### src/rtl/alu_iter.sv
// alu_iter: execute-stage integer ALU with a valid/ready handshake and a
// registered result. RV32I ALU ops and divide special cases finish in one
// cycle. MUL/DIV/REM families iterate radix-2 over XLEN cycles.
//
// Handshake: a request is accepted on a rising edge where i_valid && o_ready
// and i_flush is low. A result is offered while o_valid is high and is
// consumed on a rising edge where i_ready is high. o_result and o_valid hold
// until then.
module alu_iter #(
  parameter int XLEN = 32,
  parameter int SHW  = $clog2(XLEN)
) (
  input  logic            i_clk,
  input  logic            i_rst_n,
  input  logic            i_valid,
  output logic            o_ready,
  input  logic [3:0]      i_op,
  input  logic            i_rem,
  input  logic [XLEN-1:0] i_operand_a,
  input  logic [XLEN-1:0] i_operand_b,
  input  logic            i_flush,
  output logic            o_valid,
  input  logic            i_ready,
  output logic [XLEN-1:0] o_result,
  output logic [1:0]      o_dbg_state
);

  localparam logic [3:0] OP_ADD = 4'd0,  OP_SUB = 4'd1,  OP_XOR = 4'd2,  OP_OR = 4'd3;
  localparam logic [3:0] OP_AND = 4'd4,  OP_SLL = 4'd5,  OP_SRL = 4'd6,  OP_SRA = 4'd7;
  localparam logic [3:0] OP_SLT = 4'd8,  OP_SLTU = 4'd9, OP_MUL = 4'd10, OP_MULH = 4'd11;
  localparam logic [3:0] OP_MULHSU = 4'd12, OP_MULHU = 4'd13, OP_DIV = 4'd14, OP_DIVU = 4'd15;

  localparam logic [XLEN-1:0] MIN_VAL  = {1'b1, {(XLEN-1){1'b0}}};
  localparam logic [SHW-1:0]  CNT_INIT = SHW'(XLEN-1);

  typedef enum logic [1:0] {S_IDLE = 2'd0, S_BUSY = 2'd1, S_DONE = 2'd2} state_t;

  state_t              state_q, state_d;
  logic [SHW-1:0]      cnt_q, cnt_d;
  logic [2*XLEN-1:0]   acc_q, acc_d;     // mul: {partial hi, multiplier}; div: {remainder, quotient}
  logic [XLEN-1:0]     opb_q, opb_d;     // multiplicand or divisor magnitude
  logic [3:0]          op_q, op_d;
  logic                rem_q, rem_d;
  logic                neg_q, neg_d;     // product/quotient must be negated
  logic                rneg_q, rneg_d;   // remainder must be negated (dividend sign)
  logic [XLEN-1:0]     result_q, result_d;

  logic                accept;
  logic [SHW-1:0]      shamt;
  logic [XLEN:0]       slt_diff, sltu_diff;
  logic                is_mul, is_div, a_signed, b_signed, a_neg, b_neg;
  logic                div_zero, div_ovf, iter_start;
  logic [XLEN-1:0]     a_mag, b_mag, imm_res;
  logic                is_mul_q;
  logic [XLEN:0]       add_sum, rem_try;
  logic [2*XLEN-1:0]   mul_next, div_next, step_next, prod;
  logic [XLEN-1:0]     quot, remd, fin_res;

  assign o_valid     = (state_q == S_DONE);
  assign o_result    = result_q;
  assign o_dbg_state = state_q;

  // Decode the incoming request and compute single-cycle results.
  always_comb begin
    shamt     = i_operand_b[SHW-1:0];
    slt_diff  = {i_operand_a[XLEN-1], i_operand_a} - {i_operand_b[XLEN-1], i_operand_b};
    sltu_diff = {1'b0, i_operand_a} - {1'b0, i_operand_b};
    is_mul    = (i_op >= OP_MUL) && (i_op <= OP_MULHU);
    is_div    = (i_op >= OP_DIV);
    // MUL low bits do not depend on signedness; treat it as signed x signed.
    a_signed  = (i_op == OP_MUL) || (i_op == OP_MULH) || (i_op == OP_MULHSU) || (i_op == OP_DIV);
    b_signed  = (i_op == OP_MUL) || (i_op == OP_MULH) || (i_op == OP_DIV);
    a_neg     = a_signed && i_operand_a[XLEN-1];
    b_neg     = b_signed && i_operand_b[XLEN-1];
    a_mag     = a_neg ? (~i_operand_a + 1'b1) : i_operand_a;
    b_mag     = b_neg ? (~i_operand_b + 1'b1) : i_operand_b;
    div_zero  = is_div && (i_operand_b == '0);
    div_ovf   = (i_op == OP_DIV) && (i_operand_a == MIN_VAL) && (i_operand_b == '1);
    iter_start = is_mul || (is_div && !div_zero && !div_ovf);
    imm_res   = '0;
    case (i_op)
      OP_ADD:  imm_res = i_operand_a + i_operand_b;
      OP_SUB:  imm_res = i_operand_a - i_operand_b;
      OP_XOR:  imm_res = i_operand_a ^ i_operand_b;
      OP_OR:   imm_res = i_operand_a | i_operand_b;
      OP_AND:  imm_res = i_operand_a & i_operand_b;
      OP_SLL:  imm_res = i_operand_a << shamt;
      OP_SRL:  imm_res = i_operand_a >> shamt;
      OP_SRA:  imm_res = $unsigned($signed(i_operand_a) >>> shamt);
      OP_SLT:  imm_res = {{(XLEN-1){1'b0}}, slt_diff[XLEN]};
      OP_SLTU: imm_res = {{(XLEN-1){1'b0}}, sltu_diff[XLEN]};
      default: begin
        if (div_zero)     imm_res = i_rem ? i_operand_a : '1;
        else if (div_ovf) imm_res = i_rem ? '0 : MIN_VAL;
      end
    endcase
  end

  // One radix-2 iteration step and the sign-corrected final result.
  always_comb begin
    is_mul_q  = (op_q >= OP_MUL) && (op_q <= OP_MULHU);
    add_sum   = {1'b0, acc_q[2*XLEN-1:XLEN]} + {1'b0, (acc_q[0] ? opb_q : {XLEN{1'b0}})};
    mul_next  = {add_sum, acc_q[XLEN-1:1]};
    rem_try   = acc_q[2*XLEN-1:XLEN-1] - {1'b0, opb_q};
    div_next  = rem_try[XLEN] ? {acc_q[2*XLEN-2:0], 1'b0}
                              : {rem_try[XLEN-1:0], acc_q[XLEN-2:0], 1'b1};
    step_next = is_mul_q ? mul_next : div_next;
    prod      = neg_q ? (~step_next + 1'b1) : step_next;
    quot      = neg_q ? (~step_next[XLEN-1:0] + 1'b1) : step_next[XLEN-1:0];
    remd      = rneg_q ? (~step_next[2*XLEN-1:XLEN] + 1'b1) : step_next[2*XLEN-1:XLEN];
    if (op_q == OP_MUL) fin_res = prod[XLEN-1:0];
    else if (is_mul_q)  fin_res = prod[2*XLEN-1:XLEN];
    else                fin_res = rem_q ? remd : quot;
  end

  // FSM next state, handshake outputs and datapath next values.
  always_comb begin
    state_d  = state_q;
    cnt_d    = cnt_q;
    acc_d    = acc_q;
    opb_d    = opb_q;
    op_d     = op_q;
    rem_d    = rem_q;
    neg_d    = neg_q;
    rneg_d   = rneg_q;
    result_d = result_q;
    o_ready  = (state_q == S_IDLE) || ((state_q == S_DONE) && i_ready);
    accept   = i_valid && o_ready && !i_flush;
    if (i_flush) begin
      state_d = S_IDLE;
      cnt_d   = '0;
    end else begin
      case (state_q)
        S_BUSY: begin
          acc_d = step_next;
          if (cnt_q == '0) begin
            result_d = fin_res;
            state_d  = S_DONE;
          end else begin
            cnt_d = cnt_q - 1'b1;
          end
        end
        S_DONE:  if (i_ready) state_d = S_IDLE;
        default: ;
      endcase
      if (accept) begin
        op_d  = i_op;
        rem_d = i_rem;
        if (iter_start) begin
          state_d = S_BUSY;
          cnt_d   = CNT_INIT;
          acc_d   = {{XLEN{1'b0}}, (is_mul ? b_mag : a_mag)};
          opb_d   = is_mul ? a_mag : b_mag;
          neg_d   = a_neg ^ b_neg;
          rneg_d  = a_neg;
        end else begin
          state_d  = S_DONE;
          result_d = imm_res;
        end
      end
    end
  end

  // State and datapath registers.
  always_ff @(posedge i_clk or negedge i_rst_n) begin
    if (!i_rst_n) begin
      state_q  <= S_IDLE;
      cnt_q    <= '0;
      acc_q    <= '0;
      opb_q    <= '0;
      op_q     <= '0;
      rem_q    <= 1'b0;
      neg_q    <= 1'b0;
      rneg_q   <= 1'b0;
      result_q <= '0;
    end else begin
      state_q  <= state_d;
      cnt_q    <= cnt_d;
      acc_q    <= acc_d;
      opb_q    <= opb_d;
      op_q     <= op_d;
      rem_q    <= rem_d;
      neg_q    <= neg_d;
      rneg_q   <= rneg_d;
      result_q <= result_d;
    end
  end

endmodule
### config.mk
export PLATFORM = sky130hd
export DESIGN_NAME = alu_iter
export DESIGN_NICKNAME = d
export VERILOG_FILES = /design/src/rtl/alu_iter.sv
export SDC_FILE = /design/constraint.sdc
export NUM_CORES = 1
export LEC_CHECK = 0
export BUFFER_PORTS_ARGS = -buffer_cell sky130_fd_sc_hd__buf_2
export CAP_MARGIN = 20
export CELL_PAD_IN_SITES_DETAIL_PLACEMENT = 1
export CELL_PAD_IN_SITES_GLOBAL_PLACEMENT = 1
export CORE_MARGIN = 1.5
export CORE_UTILIZATION = 50
export CTS_CLUSTER_DIAMETER = 100
export DETAILED_ROUTE_END_ITERATION = 12
export HOLD_SLACK_MARGIN = 0.03
export PLACE_DENSITY = 0.84
export RECOVER_POWER = 50
export SYNTH_ARGS = -nofsm -noshare
export SYNTH_HDL_FRONTEND = slang
export SYNTH_SLANG_ARGS = --single-unit
### constraint.sdc
create_clock -name i_clk -period 13.3 [get_ports i_clk]
set_input_delay 0.665 -clock i_clk [delete_from_list [all_inputs] [get_ports i_clk]]
set_output_delay 0.665 -clock i_clk [all_outputs]
set_load 0.05 [all_outputs]
# Yosys cells after proc, flatten, opt, wreduce, memory -nomap -nowiden
# Index checks and enable logic that the tools add are counted.
[totals]
regBits = 142
input_bits = 74
[op_classes]
addsub = 12
order_cmp = 5
n_eq_ne = 20
shifts = 3
mux = 36
bitwise_logic = 10
reduce_logical = 29
[op_table]
columns = ["operator", "count"]
rows = [
  ["2-to-1 mux 32 bit", 18],
  ["2-to-1 mux 64 bit", 6],
  ["case mux 32 bit (10 select lines)", 1],
  ["adder 32 x 1 -> 32 bit, second input constant", 4],
  ["NOT 32 bit", 4],
  ["subtractor 32 x 32 -> 33 bit", 2],
  ["adder 64 x 1 -> 64 bit, second input constant", 1],
  ["equality test 32 bit, second input constant", 2],
  ["NOT 64 bit", 1],
  ["adder 32 x 32 -> 33 bit", 1],
  ["subtractor 33 x 32 -> 33 bit", 1],
  ["adder 32 bit", 1],
  ["AND 32 bit", 1],
  ["zero test 32 bit", 1],
  ["bitwise OR 32 bit", 1],
  ["<< shifter 32 x 5 -> 32 bit", 1],
  ["right shift 32 x 5 -> 32 bit", 1],
  [">>> shifter 32 x 5 -> 32 bit", 1],
  ["subtractor 32 bit", 1],
  ["bitwise XOR 32 bit", 1],
  ["equality test 4 bit, second input constant", 7],
  ["2-to-1 mux 5 bit", 5],
  ["equality test 4 x 3 -> 1 bit, second input constant", 4],
  ["greater-or-equal comparator 4 bit, second input constant", 3],
  ["21 further kinds", 46],
]

# Depth between registers and ports, before layout
[logic_depth]
ltp_word = 13
mapped_depth = 25
mapped_depth_nobuf = 23

# Least setup slack after synthesis
# OpenSTA, ideal clock, no wires.
[synth_timing]
kind = "input-to-reg"
start = "in i_operand_b[1]"
end = "reg result_q[27] (netlist: o_result[27])"
setup_ps = 126
arrival_ps = 5778
path_slack_ps = 7395
cell_stages = 24
cell_sequence = "inv_2 > buf_1 > buf_1 > ha_1 > nand4_1 > or4_1 > nor2_1 > nor2_1 > xnor2_1 > ha_1 > a21o_1 > a21o_1 > a21o_1 > a21o_1 > a21oi_1 > o21ai_0 > a2111oi_0 > a211oi_1 > a21o_1 > a211oi_1 > nor2_1 > a211oi_1 > o21ai_0 > a311o_1"
[synth_via]
elab_chain_len = 8
[synth_rtl]
columns = ["item", "line_no", "source"]
rows = [
  ["from (decl)", "20", "input logic [XLEN-1:0] i_operand_b,"],
  ["parallel branches: the longest is 6 deep, another holds subtractor 32 bit", "--", ""],
  ["2-to-1 mux 32 bit *", "149", "if (iter_start) begin"],
  ["2-to-1 mux 32 bit *", "146", "if (accept) begin"],
  ["to (signal assigned)", "185", "result_q <= result_d;"],
  ["to (decl)", "46", "logic [XLEN-1:0] result_q, result_d;"],
]
# Every way passes the cells marked *.
# A chain may end at the register's enable or synchronous reset.

# Worst setup path after layout
[layout_timing]
start = "reg acc_q[31]"
end = "reg result_q[30] (netlist: o_result[30])"
[layout_via]
elab_chain_len = 13
[layout_rtl]
columns = ["item", "line_no", "source"]
rows = [
  ["from (decl)", "40", "logic [2*XLEN-1:0] acc_q, acc_d;"],
  ["from (signal assigned)", "169", "acc_q <= '0;"],
  ["from (signal assigned)", "179", "acc_q <= acc_d;"],
  ["subtractor 33 x 32 -> 33 bit", "104", "rem_try = acc_q[2*XLEN-1:XLEN-1] - {1'b0, opb_q};"],
  ["2-to-1 mux 64 bit", "105", "div_next = rem_try[XLEN] ? {acc_q[2*XLEN-2:0], 1'b0}"],
  ["2-to-1 mux 64 bit *", "107", "step_next = is_mul_q ? mul_next : div_next;"],
  ["NOT 32 bit (on tied branches)", "109, 110", ""],
  ["adder 32 x 1 -> 32 bit (on tied branches)", "109, 110", ""],
  ["2-to-1 mux 32 bit (on tied branches)", "109, 110", ""],
  ["2-to-1 mux 32 bit", "113", "else fin_res = rem_q ? remd : quot;"],
  ["2-to-1 mux 32 bit", "112", "else if (is_mul_q) fin_res = prod[2*XLEN-1:XLEN];"],
  ["2-to-1 mux 32 bit *", "111", "if (op_q == OP_MUL) fin_res = prod[XLEN-1:0];"],
  ["2-to-1 mux 32 bit *", "136", "if (cnt_q == '0) begin"],
  ["2-to-1 mux 32 bit *", "133", "case (state_q)"],
  ["2-to-1 mux 32 bit", "149", ""],
  ["2-to-1 mux 32 bit *", "146", ""],
]
# Every way passes the cells marked *; elsewhere a longest branch is shown, timed or not.

==> results by group <==
Routing
  – Drt wl/cell: 30.57 um
  – Vias per cell: 7.245
  – Via count: 28189
  – Drt first-iter violations: 3182
  – Antenna Nets Post-Route: 0
  – Pre-Repair DR Iteration Count: 7
  – DRC viols: 0
  – Routed wire length: 119000 um

Logic synthesis
  – Synth warn: 0
  – Area leader, netlist: dfrtp_1
  – Post-synth top cells: nand2_1 (372), nor2_1 (328), o21ai_0 (320)
  – Mapped Cells: 3306
  – Synth top area share: 15.15%
  – Netlist cell types: 101
  – Seq/Total Area, Yosys: 15.15%
  – Synthesized area per cell: 7.095 sq um
  – Top FF cell, synth: dfrtp_1
  – Dominant cell by count in the synthesized netlist: nand2_1
  – Area contributors post-synth: dfrtp_1 (15%), ha_1 (11%), xnor2_1 (6.9%)
  – Fraction of registers with async set/reset: 100.0%
  – Flops & latches, synth: 142
  – Syn Std Cell Area: 23450 sq um
  – EDFF count, synth: 0
  – Synthesized Nets: 3580

Outcome
  – Status: complete, but fails checks
  – Failing checks: capacitance limit, slew limit

Power
  – Leak: 10.87 nW
  – Peak supply drop: 179.6 uV
  – Pwr Density: 203.9 nW/um^2

CTS
  – Root buf cell: clkbuf_16
  – Clock slew at reported path FFs: 70 ps
  – Clock Tree Buf Depth: 2
  – Post-cts sizing count: 0
  – Worst skew pair latency: 470 ps
  – Clock buffer count from CTS: 17
  – # Post-CTS Setup Buffers: 0
  – CTS tree: yes
  – TritonCTS sink count: 142
  – H-tree Lvls: 4
  – Hold-fix buffers, CTS: 0

STA
  – Minimum clock period: 7162 ps
  – Slew Limit Fails: 145
  – Slew headroom: -256.0%
  – Worst Max-Slew Pin Slew: 5340 ps
  – Max Fclk: 139.6 MHz
  – RSZ-0062 raised after global routing: false
  – Setup Total Neg Slack: 0 ps
  – Final Hold Viols: 0
  – Clk_skew: 16.16 ps
  – Final period util: 53.85%
  – Final setup violating endpoints: 0
  – Post-route setup slack: 6138 ps

Worst setup path
  – Setup crit start kind: flip-flop
  – Delay-heaviest family, CP: compound AO/OA/AOI/OAI gates
  – WP data required: 13630 ps
  – Crit path DAT: 7490 ps
  – Most used cell, CP: inv_1
  – Highest-delay cell along the critical path: a2111oi_0
  – Worst path max stage delay: 850 ps
  – Combined buffer and inverter count along the critical path: 5
  – Critical path peak fanout: 17
  – Setup crit end kind: flip-flop
  – Setup CP Type: reg -> reg

GRT
  – First-pass GRT wire length: 175600 um
  – Vias in the first global route: 28222
  – Gr usage total: 48.27%
  – Congestion Overflow GR: 0
  – Initial antenna violation count: 3
  – Pin count of the biggest net entering global routing: 84

Floorplanning
  – Ports: 110
  – Die W: 219.6 um
  – Die ar.: 48220 sq um
  – Initial core utilization: 50.49%
  – Core Box Area: 46460 sq um
  – Die H: 219.6 um
  – Core Rows: 79

Flow run
  – Number of max-cap violations: 2

Finish
  – Sequential standard cell area: 3553 sq um
  – Fin cells: 3891
  – Fillers: 6041
  – Layout area overhead: 6.316%
  – Area of the multi-input gates: 18590 sq um
  – Share of cells above drive strength 1: 7.615%
  – Final #Nets: 3544

Placed design
  – GP Congestion: 1.054
  – Cells after DPL: 3854
  – Post-DP HPWL: 90850 um
  – Pre-CTS setup slack: 6476 ps
  – Port bufs: 109

Worst hold path
  – Worst min path class: reg -> reg
## report_power, final
part / leakage (nW) / internal (mW) / switching (mW) / total (mW)
Combinational: 8.81 / 1.24 / 2.54 / 3.78
Clock: 0.278 / 0.265 / 0.226 / 0.492
Sequential: 1.79 / 0.586 / 0.228 / 0.814
## flip-flops by register name, indices dropped and copies added (netlist names)
name         count
neg_q            1
acc_q           64
rneg_q           1
rem_q            1
opb_q           32
op_q             4
o_dbg_state      2
cnt_q            5
o_result        32
## layout make-up
| class | count | share of cell area (%) |
|---|---|---|
| Antenna cell | 1 | 0.01004 |
| Clock buffer | 18 | 1.761 |
| Clock inverter | 14 | 0.5369 |
| Inverter | 146 | 2.198 |
| Multi-Input combinational cell | 2803 | 74.56 |
| Sequential cell | 142 | 14.25 |
| Tap cell | 607 | 3.046 |
| Timing Repair Buffer | 160 | 3.643 |
## worst paths after layout
kind | start | slack [ps] | end | cells past startpoint
max | acc_q[31]$_DFFE_PN0N_ | 6140 | o_result[30]$_DFFE_PN0N_ | 25
min | opb_q[9]$_DFFE_PN0P_ | 520 | opb_q[9]$_DFFE_PN0P_ | 2
max reg2reg | acc_q[31]$_DFFE_PN0N_ | 6140 | o_result[30]$_DFFE_PN0N_ | 25
min reg2reg | opb_q[9]$_DFFE_PN0P_ | 520 | opb_q[9]$_DFFE_PN0P_ | 2
max in group asynchronous | i_rst_n | 6190 | acc_q[3]$_DFFE_PN0N_ | 2
min in group asynchronous | i_rst_n | 2070 | opb_q[27]$_DFFE_PN0P_ | 1
## worst reg2reg max path, stage by stage, from the launching register on
cell and delay (ps):
dfrtp_1 400, inv_1 130, ha_1 190, inv_1 70, fa_1 450, a211oi_2 300, o21bai_2 140, o21a_4 270
a31oi_4 330, o211a_1 220, buf_4 250, o41ai_1 130, clkbuf_2 210, inv_1 150, ha_1 210, nand2_1 110
a2111oi_0 850, nand4_1 360, nor3_1 560, nand2_1 170, nor2_1 350, nand3_1 130, o31a_1 330, xnor2_1 160
a221oi_1 450, o211ai_2 110
## logic make-up (layout without fill, tap and decap cells)
kind of cell / Yosys count / count (layout) / synth area share, %
XOR/XNOR: 230 / 230 / 8.589
adder cells (fa/ha/maj): 200 / 200 / 10.76
AND/OR/NAND/NOR: 1084 / 1084 / 21.24
AO/OA/AOI/OAI: 1152 / 1152 / 32.11
other: 0 / 1 / 0
multiplexers: 137 / 137 / 6.241
flip-flops: 142 / 142 / 15.15
buffers and inverters: 361 / 338 / 5.911
## cell usage in the layout (no fill, tap or decap), types with 20 or more instances in the layout
master	count
o221ai_1	30
dfrtp_1	142
xnor2_1	184
buf_4	47
inv_1	141
and2_1	53
a211oi_1	53
clkbuf_1	20
a21o_1	65
o21ai_0	320
o211ai_1	55
a21oi_1	254
xor2_1	46
nor3_1	62
a22oi_1	21
or3_1	33
a221oi_1	44
buf_2	91
ha_1	197
nand4_1	31
a31oi_1	43
nand3_1	73
nor2_1	326
mux2i_1	119
o31ai_1	35
nand2_1	370
nor4_1	31
o22ai_1	20
## stage by stage
stage	power, mW	instance area, sq um	hold slack [ps]	utilization [%]
global placement	4.212	24360	484.8	52.43
floorplan	3.286	23460	369.4	-
global route	5.319	24940	552.6	53.68
CTS	4.908	24930	300.9	53.66
detailed placement	4.372	24360	498.9	52.43
finish	5.085	24940	520.4	53.68
## routing by layer
| metal | wire length (um) | vias to the layer above | GRT usage (%) |
|---|---|---|---|
| li1 | - | 12075 | - |
| met1 | 44190 | 13821 | 56.18 |
| met2 | 53740 | 1716 | 78.20 |
| met3 | 10770 | 575 | 10.12 |
| met4 | 10260 | 2 | 35.90 |
| met5 | 13 | - | 0 |
Power figures use the tool's default switching activity.
